### config.mk
export PLATFORM = sky130hd
export DESIGN_NAME = display_scanner_flat
export DESIGN_NICKNAME = d
export VERILOG_FILES = /design/src/rtl/display_scanner_pkg.sv /design/src/rtl/display_scanner_if.sv /design/src/rtl/display_scanner_timer.sv /design/src/rtl/display_scanner.sv /design/src/flat_wrapper.sv
export SDC_FILE = /design/constraint.sdc
export NUM_CORES = 1
export LEC_CHECK = 0
export BUFFER_PORTS_ARGS = -buffer_cell sky130_fd_sc_hd__buf_4
export CAP_MARGIN = 20
export CELL_PAD_IN_SITES_DETAIL_PLACEMENT = 1
export CELL_PAD_IN_SITES_GLOBAL_PLACEMENT = 2
export CORE_MARGIN = 1
export CORE_UTILIZATION = 31
export DETAILED_ROUTE_END_ITERATION = 8
export HOLD_SLACK_MARGIN = 0.03
export PLACE_DENSITY_LB_ADDON = 0.1
export RECOVER_POWER = 100
export SLEW_MARGIN = 10
export SYNTH_ARGS = -nofsm -noshare
export SYNTH_HDL_FRONTEND = slang
export SYNTH_SLANG_ARGS = --single-unit
### constraint.sdc
create_clock -name CLK -period 3.1 [get_ports CLK]
set_input_delay 0.31 -clock CLK [delete_from_list [all_inputs] [get_ports CLK]]
set_output_delay 0.31 -clock CLK [all_outputs]
set_load 0.02 [all_outputs]
### src/rtl/display_scanner_pkg.sv
// Shared constants and helpers for the front-panel display selector.
// Imported by the interface, the scan timer and the top level.
package display_pkg;

   localparam logic [1:0] LED_OFF     = 2'b11;
   localparam int         SEG_BLANK   = 0;
   localparam logic       MODE_MANUAL = 1'b0;
   localparam logic       MODE_AUTO   = 1'b1;

   // Status LEDs are active-low; a masked channel shows both off.
   function automatic logic [1:0] led_map(
      input logic [1:0] flag,
      input logic       en
   );
      return en ? ~flag : LED_OFF;
   endfunction

endpackage

### src/rtl/display_scanner_if.sv
// Panel bus: datapath channels and switches in, display pins out.
// master = board/datapath side, slave = display_scanner.
interface display_scanner_if #(
   parameter int NCH = 4,
   parameter int DW  = 8
);
   localparam int IW = $clog2(NCH);

   logic [NCH*DW-1:0] CH_DATA;
   logic [NCH*2-1:0]  CH_FLAG;
   logic [IW-1:0]     SW_SEL;
   logic              MODE;
   logic              FREEZE;
   logic [DW-1:0]     SEG;
   logic [1:0]        LED;
   logic [IW-1:0]     CH_IDX;

   modport master (
      output CH_DATA, CH_FLAG, SW_SEL, MODE, FREEZE,
      input  SEG, LED, CH_IDX
   );

   modport slave (
      input  CH_DATA, CH_FLAG, SW_SEL, MODE, FREEZE,
      output SEG, LED, CH_IDX
   );
endinterface

### src/rtl/display_scanner_timer.sv
// Dwell counter with wrap-around channel index for auto-scan.
// load takes priority over the advance; clear zeroes the dwell count.
module scan_timer
   import display_pkg::*;
#(
   parameter int NCH      = 4,
   parameter int SCAN_DIV = 50_000_000
) (
   input  logic                   clk_i,
   input  logic                   rst_ni,
   input  logic                   en_i,
   input  logic                   clr_i,
   input  logic                   load_i,
   input  logic [$clog2(NCH)-1:0] load_val_i,
   output logic [$clog2(NCH)-1:0] idx_o,
   output logic [$clog2(NCH)-1:0] idx_nxt_o
);
   localparam int IW = $clog2(NCH);
   localparam int CW = $clog2(SCAN_DIV);
   localparam logic [CW-1:0] TC   = CW'(SCAN_DIV - 1);
   localparam logic [IW-1:0] LAST = IW'(NCH - 1);

   logic [CW-1:0] cnt_q, cnt_d;
   logic [IW-1:0] idx_q, idx_d;

   always_comb begin
      cnt_d = cnt_q;
      idx_d = idx_q;
      if (clr_i) cnt_d = '0;
      if (load_i) begin
         idx_d = load_val_i;
      end else if (en_i) begin
         if (cnt_q == TC) begin
            cnt_d = '0;
            // >= also folds an out-of-range manual index back to 0
            idx_d = (idx_q >= LAST) ? '0 : idx_q + 1'b1;
         end else begin
            cnt_d = cnt_q + 1'b1;
         end
      end
   end

   always_ff @(posedge clk_i or negedge rst_ni) begin
      if (!rst_ni) begin
         cnt_q <= '0;
         idx_q <= '0;
      end else begin
         cnt_q <= cnt_d;
         idx_q <= idx_d;
      end
   end

   assign idx_o     = idx_q;
   assign idx_nxt_o = idx_d;
endmodule

### src/rtl/display_scanner.sv
// Front-panel selector: channel mux, flag masking, blanking and
// the freeze-able output register around the scan timer.
module display_scanner
   import display_pkg::*;
#(
   parameter int NCH      = 4,
   parameter int DW       = 8,
   parameter int SCAN_DIV = 50_000_000,
   parameter logic [NCH-1:0] FLAG_MASK = NCH'(4'b1000)
) (
   input logic CLK,
   input logic RST_N,
   display_scanner_if.slave bus
);
   localparam int IW = $clog2(NCH);

   logic          frz;
   logic          auto_m;
   logic [IW-1:0] idx;
   logic [IW-1:0] idx_nxt;
   logic [DW-1:0] seg_q, seg_d;
   logic [1:0]    led_q, led_d;

   assign frz    = bus.FREEZE;
   assign auto_m = (bus.MODE == MODE_AUTO);

   // Frozen: timer fully idle, so the dwell count and index hold.
   scan_timer #(
      .NCH      (NCH),
      .SCAN_DIV (SCAN_DIV)
   ) u_timer (
      .clk_i      (CLK),
      .rst_ni     (RST_N),
      .en_i       (!frz && auto_m),
      .clr_i      (!frz && !auto_m),
      .load_i     (!frz && !auto_m),
      .load_val_i (bus.SW_SEL),
      .idx_o      (idx),
      .idx_nxt_o  (idx_nxt)
   );

   always_comb begin
      seg_d = seg_q;
      led_d = led_q;
      if (!frz) begin
         if (int'(idx_nxt) < NCH) begin
            seg_d = bus.CH_DATA[int'(idx_nxt)*DW +: DW];
            led_d = led_map(bus.CH_FLAG[int'(idx_nxt)*2 +: 2],
                            FLAG_MASK[idx_nxt]);
         end else begin
            seg_d = DW'(SEG_BLANK);
            led_d = LED_OFF;
         end
      end
   end

   always_ff @(posedge CLK or negedge RST_N) begin
      if (!RST_N) begin
         seg_q <= DW'(SEG_BLANK);
         led_q <= LED_OFF;
      end else begin
         seg_q <= seg_d;
         led_q <= led_d;
      end
   end

   assign bus.SEG    = seg_q;
   assign bus.LED    = led_q;
   assign bus.CH_IDX = idx;
endmodule
### src/flat_wrapper.sv
// flat-port wrapper written by rule: the top's interface ports become plain ports
module display_scanner_flat import display_pkg::*;
#(
   parameter int NCH      = 4,
   parameter int DW       = 8,
   parameter int SCAN_DIV = 50_000_000,
   parameter logic [NCH-1:0] FLAG_MASK = NCH'(4'b1000)
)
  (CLK, RST_N, bus_CH_DATA, bus_CH_FLAG, bus_SW_SEL, bus_MODE, bus_FREEZE, bus_SEG, bus_LED, bus_CH_IDX);
  display_scanner_if #(.NCH(NCH), .DW(DW)) bus_i ();
  input logic CLK;
  input logic RST_N;
  input wire logic [$bits(bus_i.CH_DATA)-1:0] bus_CH_DATA;
  input wire logic [$bits(bus_i.CH_FLAG)-1:0] bus_CH_FLAG;
  input wire logic [$bits(bus_i.SW_SEL)-1:0] bus_SW_SEL;
  input wire logic [$bits(bus_i.MODE)-1:0] bus_MODE;
  input wire logic [$bits(bus_i.FREEZE)-1:0] bus_FREEZE;
  output wire logic [$bits(bus_i.SEG)-1:0] bus_SEG;
  output wire logic [$bits(bus_i.LED)-1:0] bus_LED;
  output wire logic [$bits(bus_i.CH_IDX)-1:0] bus_CH_IDX;
  assign bus_i.CH_DATA = bus_CH_DATA;
  assign bus_i.CH_FLAG = bus_CH_FLAG;
  assign bus_i.SW_SEL = bus_SW_SEL;
  assign bus_i.MODE = bus_MODE;
  assign bus_i.FREEZE = bus_FREEZE;
  assign bus_SEG = bus_i.SEG;
  assign bus_LED = bus_i.LED;
  assign bus_CH_IDX = bus_i.CH_IDX;
  display_scanner #(.NCH(NCH), .DW(DW), .SCAN_DIV(SCAN_DIV), .FLAG_MASK(FLAG_MASK)) u_core (.CLK(CLK), .RST_N(RST_N), .bus(bus_i));
endmodule
# Word-level counts from Yosys, hierarchy flattened
# Index checks and enable logic that the tools add are counted.
# op_classes
addsub	2
magnitude_cmp	2
n_eq_ne	1
n_shift	2
mux	11
bitwise	1
n_reduce_logical	4
# ops
cell	count
$mux W26	4
$shiftx A32 B6 Y8	1
$add A26 B1 Y26 const B	1
$eq A26 B26 Y1 const B	1
$mux W2	5
$shiftx A8 B4 Y2	1
$lt A2 B3 Y1 const B	1
$add A2 B1 Y2 const B	1
$bmux W1 S2	1
$ge A2 B2 Y1 const B	1
$logic_and A1 B1 Y1	2
$logic_not A1 Y1	2
$not A2 Y2	1
$mux W1	1
# word_totals
regBits	38
out_inout_bits	12

# Depth between registers and ports, before layout
# Gate-level depths: netlist of run 1.
# depth
depth_word	8
depth_mapped	9

# Cells and area by module
# Synthesis of run 1 repeated with hierarchy kept, for this count alone.
# unflattened
hier_cells	250
hier_area_um2	2316.0
# modules_own_cells
mod	instances	cells_each	area_per_inst_um2	seq_area_each_um2
scan_timer	1	187	1640.3	700.7
display_scanner	1	63	675.6	252.7

# Worst setup path after synthesis of run 1
# No wires, ideal clock.
# synth_timing
kind	flip-flop to flip-flop
from	register u_core.u_timer.cnt_q[8]
to	register u_core.seg_q[6] (netlist: u_core.bus.SEG[6])
setup_time_ns	0.111
arrival_time_ns	2.200
slack_ns	0.789
stages_incl_launch_ff	8
n_path_buf	1
period_less_slack_ns	2.311
path_cell_list	dfrtp_1 nor4b_4 nand4_4 or3_4 a31oi_4 buf_8 mux2i_1 a222oi_1
# synth_via
elab_chain_cells	5
# synth_rtl
item	line_no	rtl
start, declared	display_scanner_timer.sv:23	logic [CW-1:0] cnt_q, cnt_d;
start signal, assigned	display_scanner_timer.sv:48	cnt_q <= cnt_d;
$eq A26 B26 Y1	display_scanner_timer.sv:33	if (cnt_q == TC) begin
$mux W2	display_scanner_timer.sv:33	
$mux W2	display_scanner_timer.sv:32	end else if (en_i) begin
$mux W2	display_scanner_timer.sv:30	if (load_i) begin
named net u_core.idx_nxt[1]	display_scanner.sv:20	logic [IW-1:0] idx_nxt;
$shiftx A32 B6 Y8	display_scanner.sv:47	seg_d = bus.CH_DATA[int'(idx_nxt)*DW +: DW];
end signal, assigned	display_scanner.sv:59	seg_q <= DW'(SEG_BLANK);
end signal, assigned	display_scanner.sv:62	seg_q <= seg_d;
end, declared	display_scanner.sv:21	logic [DW-1:0] seg_q, seg_d;
# The timed path passes the listed nets, and every way through them passes these cells.
# A chain may end at the register's enable or synchronous reset.

# Worst setup path in the final report of run 1
# layout_timing
from	register u_core.u_timer.cnt_q[0]
to	register u_core.seg_q[6] (netlist: u_core.bus.SEG[6])
# layout_via
elab_chain_cells	5
# layout_rtl
item	line_no
$eq A26 B26 Y1	display_scanner_timer.sv:33
$mux W2	display_scanner_timer.sv:33
$mux W2	display_scanner_timer.sv:32
$mux W2	display_scanner_timer.sv:30
$shiftx A32 B6 Y8	display_scanner.sv:47
# No other way between the ends.

==> metrics.yaml, run 1 <==
worst-setup-path-type: "flip-flop to flip-flop"
setup_ws_ns: 0.3337
cp.arrival_ns: 2.86
period_needed_ns: 2.766
place_ws_ns: 0.3153
tns_ns: 0
grt_usage: 0.1869
dpl.hpwl_um: 4717
netlist_instances: 249
drive_gt1_frac: 0.1875
cts-htree-levels: 2
postSynth.asyncResetShare: 1.000
drtAntennaViolNets: 0
leakagePower_nw: 1.205
violations: "max-capacitance violations, max-slew violations"
skew_ns: 0.005158
post-cts-setup-buffers: 0
ys_top_cells_by_area: "dfrtp_1 (40%), mux2i_1 (6.6%), o21ai_0 (5.3%)"
grt_remaining_overflow: 0
outcome: "finished, violations left"
grt_max_degree: 39
vdd_drop_max_mv: 0.1634
vias_per_cell: 5.220
syn-cell-area_um2: 2262
start_kind: "flip-flop"
gp_congestion: 0.7356
post-route-period-util: 0.8923
yosysTopAreaCell: "dfrtp_1"
syn_nets: 297
tightest_slew_ns: 2.241
area_growth_pct: 24.72
finalSetupViolCount: 0
cts_root_buf: "clkbuf_8"
fmax_mhz: 361.5
antenna_found_initial: 0
synth_edf_count: 0
ys_top_cells_by_count: "dfrtp_1 (36), nand2_1 (26), o21ai_0 (24)"
die_x_um: 87.43
n_fill_cell: 850
cts_resized: 0
drc: 0
diodes: 0
total_power_w: 0.001190
final_hold_viol_count: 0
cts_hold_buf: 1
grt_pass1_wl_um: 10900
die_h_um: 87.43
port_buffers: 51
cts_tree: "yes"
dp_cells: 391
synth_flop_cell: "dfrtp_1"
stdcell_count: 400
timing.slew.headroom: -0.4938
grt_pass1_vias: 2122
cts_buffers: 5
cts.sinks: 38
core_area_um2: 6907
max_cap_viol_count: 1
ys_seq_area_frac: 0.4215
maxSlewViolCount: 39
yosysMostFrequentCell: "dfrtp_1"
clk_path_buf_depth: 2
ys_types: 43
die_area_um2: 7643
crit_path_end_kind: "flip-flop"
avgSynthCellArea_um2: 9.085
yosys_warnings: 0
worstPathMaxFanout: 7
hp-class: "input pin to flip-flop"
rows: 30
grt_setup_unrepaired: "false"
clock_latency_ns: 0.29
final_cell_area_um2: 2821
io_pins: 58
num_vias: 2088
clkTransAtPathRegs_ns: 0.08
wl_per_cell_um: 16.47
wirelength_um: 6586
crit_required_ns: 3.20
ys_ff_latch: 38
initial_core_util: 0.3275
num-nets-final: 351
pwr_density_cell_nw_per_um2: 421.8
synth_top_area_frac: 0.3982
drt-initial-drc-count: 106
drtPass1Iterations: 7
post_dp_cell_area_um2: 2754
==> power by group <==
part	internal, W	switching, W	leakage, nW
combinational	0.0000997	0.000139	0.655
clock	0.000225	0.000180	0.0575
sequential	0.000527	0.0000193	0.492
==> per-stage QoR <==
stage / util / hold slack [ns]
3_5_place_dp: 0.3987 / 0.3370
3_3_place_gp: 0.3987 / 0.3274
6_report: 0.4085 / 0.1748
4_1_cts: 0.4161 / 0.1595
2_1_floorplan: - / 0.01441
5_1_grt: 0.4085 / 0.1553
==> cell families after synthesis <==
group	synth area share
AND/OR/NAND/NOR	0.2124
flip-flops	0.4215
buffers and inverters	0.04978
multiplexers	0.06637
AO/OA/AOI/OAI	0.2235
XOR/XNOR	0.01549
adder cells (fa/ha/maj)	0.01106
==> path summary, 6_finish.rpt <==
| path | to | slack [ns] | cells past startpoint | startpoint |
|---|---|---|---|---|
| max | u_core.bus.SEG[6] | 0.33 | 7 | u_core.u_timer.cnt_q[0] |
| min | u_core.bus.LED[1] | 0.17 | 2 | bus_CH_FLAG[7] |
| max reg2reg | u_core.bus.SEG[6] | 0.33 | 7 | u_core.u_timer.cnt_q[0] |
| min reg2reg | u_core.bus.LED[0] | 0.51 | 2 | u_core.bus.LED[0] |
| max in group asynchronous | u_core.bus.SEG[4] | 0.60 | 2 | RST_N |
| min in group asynchronous | u_core.u_timer.cnt_q[18] | 1.22 | 2 | RST_N |
==> critical path, stage by stage (launching register included) <==
cell and delay, ns:
dfrtp_1 0.41, ha_1 0.22, and3_1 0.27, nand4_1 0.20, o21a_1 0.27, o21a_1 0.19, a211oi_1 0.84, a222oi_1 0.16
==> per-layer routing <==
layer  track usage  wire length [um]  up-vias
li1              -                 -     1041
met1        0.2602              3176     1013
met2        0.2969              3182       28
met3       0.03412               149        6
met4       0.04918                77        0
met5             0                 0        -
==> area by class of cell <==
type | instances | area, um2 | area share
Tap cell | 96 | 120.1 | 0.04257
Clock buffer | 8 | 110.1 | 0.03902
Inverter | 15 | 56.30 | 0.01996
Sequential cell | 38 | 953.4 | 0.3379
Timing Repair Buffer | 58 | 385.4 | 0.1366
Multi-Input combinational cell | 185 | 1196 | 0.4239
==> sequential cells by signal, summed over array words and instances, names as in the netlist <==
| register | cells |
|---|---|
| u_core.bus.SEG | 8 |
| u_core.bus.LED | 2 |
| u_core.u_timer.idx_o | 2 |
| u_core.u_timer.cnt_q | 26 |
==> cell usage in the layout, fill, tap and decap left out, types with 12 or more instances in the layout <==
cell / netlist / layout
o21ai_0: 24 / 26
nand2_1: 26 / 26
buf_4: 0 / 43
clkbuf_1: 7 / 14
nor2_1: 20 / 20
nand3_1: 12 / 12
inv_1: 15 / 15
mux2i_1: 15 / 15
a21oi_1: 15 / 15
dfrtp_1: 36 / 36
(Power assumes the default switching activity.)
==> run 2: changes to the inputs <==
--- a/config.mk
+++ b/config.mk
@@ -10,7 +10,8 @@
 export CELL_PAD_IN_SITES_DETAIL_PLACEMENT = 1
 export CELL_PAD_IN_SITES_GLOBAL_PLACEMENT = 2
 export CORE_MARGIN = 1
-export CORE_UTILIZATION = 31
+export CORE_UTILIZATION = 32
+export CTS_BUF_LIST = sky130_fd_sc_hd__clkbuf_4
 export DETAILED_ROUTE_END_ITERATION = 8
 export HOLD_SLACK_MARGIN = 0.03
 export PLACE_DENSITY_LB_ADDON = 0.1
==> metrics.yaml, run 2 (synthesized netlist as in run 1, its figures left out) <==
timing.slew.headroom: -0.4922  # +0.001679
diodes: 0  # unchanged
io_pins: 58  # unchanged
initial_core_util: 0.3330  # +0.005429
grt_usage: 0.1855  # -0.001353
wl_per_cell_um: 16.20  # -1.6%
drtPass1Iterations: 6  # -1
n_fill_cell: 828  # -2.6%
tns_ns: 0  # unchanged
pwr_density_cell_nw_per_um2: 380.8  # -9.7%
fmax_mhz: 361.5  # about the same
drive_gt1_frac: 0.1875  # unchanged
crit_path_end_kind: "flip-flop"
num-nets-final: 351  # unchanged
post-route-period-util: 0.8923  # about the same
drc: 0  # unchanged
max_cap_viol_count: 1  # unchanged
num_vias: 2137  # +2.3%
wirelength_um: 6479  # -1.6%
layout_commonest_cell: "buf_4"
period_needed_ns: 2.766  # -0.0002410 ns
stdcell_count: 400  # unchanged
vias_per_cell: 5.343  # +2.3%
violations: "max-capacitance violations, max-slew violations"
p_sw_w: 0.0003313  # -2.2%
cts_buffers: 5  # unchanged
hp-class: "input pin to flip-flop"
drt-initial-drc-count: 130  # +23%
regMostFlops: "u_core.u_timer.cnt_q"
cts.sinks: 38  # unchanged
intPower_w: 0.0007202  # -15%
skew_ns: 0.007764  # +0.002606 ns
drtAntennaViolNets: 0  # unchanged
post-cts-setup-buffers: 0  # unchanged
die_area_um2: 7410  # -3.1%
cts_tree: "yes"
tightest_slew_ns: 2.238  # -0.002520 ns
p_sw_frac: 0.3151  # +0.03054
finalSetupViolCount: 0  # unchanged
grt_setup_unrepaired: "false"
core_area_um2: 6794  # -1.6%
antenna_found_initial: 0  # unchanged
grt_pass1_wl_um: 10820  # -0.76%
grt_remaining_overflow: 0  # unchanged
clock_latency_ns: 0.35  # +0.06 ns
start_kind: "flip-flop"
cp.arrival_ns: 2.93  # +0.07 ns
clkTransAtPathRegs_ns: 0.12  # +0.04 ns
cts-htree-levels: 2  # unchanged
vdd_drop_max_mv: 0.1654  # +1.3%
clk_path_buf_depth: 2  # unchanged
outcome: "finished, violations left"
dpl.hpwl_um: 4648  # -1.5%
hold-path-cell-count: 2  # unchanged
gp_congestion: 0.7805  # +6.1%
worstPathMaxFanout: 7  # unchanged
crit_required_ns: 3.27  # +0.07 ns
dp_cells: 391  # unchanged
worst-setup-path-type: "flip-flop to flip-flop"
area_growth_pct: 22.07
leakagePower_nw: 1.180  # -2.1%
port_buffers: 51  # unchanged
final_hold_viol_count: 0  # unchanged
combPwrFrac: 0.226  # +0.025
grt_max_degree: 39  # unchanged
cts_resized: 0  # unchanged
cts_root_buf: "clkbuf_4"
grt_pass1_vias: 2143  # +0.99%
die_x_um: 86.08  # -1.5%
maxSlewViolCount: 39  # unchanged
final_cell_mix: "buf_4 (42), dfrtp_1 (36), nand2_1 (26), o21ai_0 (26), nor2_1 (20)"
largest_register_ffs: 26  # unchanged
die_h_um: 86.08  # -1.5%
rr_worst_depth: 7  # unchanged
pwr-share-seq: 0.520  # +0.061
clkPwrFrac: 0.254  # -0.086
rows: 30  # unchanged
==> run 2: cell types whose count changed in the layout (fill, tap and decap cells not counted), sizes merged <==
cell and delta:
clkbuf -1, clkinv +2, buf -1
==> run 2: power groups by stage <==
stage	Clock [W]	Sequential (W)	Combinational, W
finish	0.000267	0.000547	0.000237
global route	0.000295	0.000552	0.000261
CTS	0.000283	0.000548	0.000266
detailed placement	0	0.000558	0.000264
global placement	0	0.000557	0.000262
floorplan	0	0.000589	0.000112
==> run 2: metrics by stage <==
stage                       util  worst slack (ns)  cell area, um2  total power (W)  hold WS (ns)
after floorplan                -            0.7888            2262        0.0007005       0.01441
after global placement    0.4053            0.4276            2754        0.0008188        0.3299
after detailed placement  0.4053            0.3948            2754        0.0008220        0.3303
after CTS                 0.4147            0.3542            2818         0.001097       0.08183
after global routing      0.4064            0.1757            2761         0.001109       0.08133
final                     0.4064            0.3340            2761         0.001052       0.09721
==> run 2: metal layers <==
layer  wire (um)  track usage
met1        3117       0.2521
met2        3083       0.3038
met3         174      0.02984
met4         104      0.05455
met5           0            0
==> run 2: timing repair <==
action,CTS,global route
hold buffers,1,0
endpoints found under the hold margin,36,0
endpoints found under the setup margin,0,0
==> run 2: worst paths after layout <==
path	from	end	slack [ns]
setup / recovery	u_core.u_timer.cnt_q[0]	u_core.bus.SEG[6]	0.33
hold / removal	bus_CH_FLAG[6]	u_core.bus.LED[0]	0.1
setup reg to reg	u_core.u_timer.cnt_q[0]	u_core.bus.SEG[6]	0.33
hold reg to reg	u_core.bus.LED[0]	u_core.bus.LED[0]	0.50
max in group asynchronous	RST_N	u_core.u_timer.cnt_q[1]	0.67
min in group asynchronous	RST_N	u_core.u_timer.cnt_q[16]	1.15
==> run 2: worst max-delay path, stage by stage, from the launching register on <==
cell and delay (ns):
dfrtp_1 0.42, ha_1 0.23, and3_1 0.29, nand4_1 0.21, o21a_1 0.27, o21a_1 0.19, a211oi_1 0.82, a222oi_1 0.15
==> run 2: layout make-up <==
type | count | area [um2] | area share
multi-input cells | 185 | 1196 | 0.4332
flip-flops and latches | 38 | 953.4 | 0.3453
repair buffers | 58 | 381.6 | 0.1382
well taps | 96 | 120.1 | 0.04350
inverters | 15 | 56.30 | 0.02039
clock buffers | 6 | 45.04 | 0.01631
clock inverters | 2 | 8.758 | 0.003172
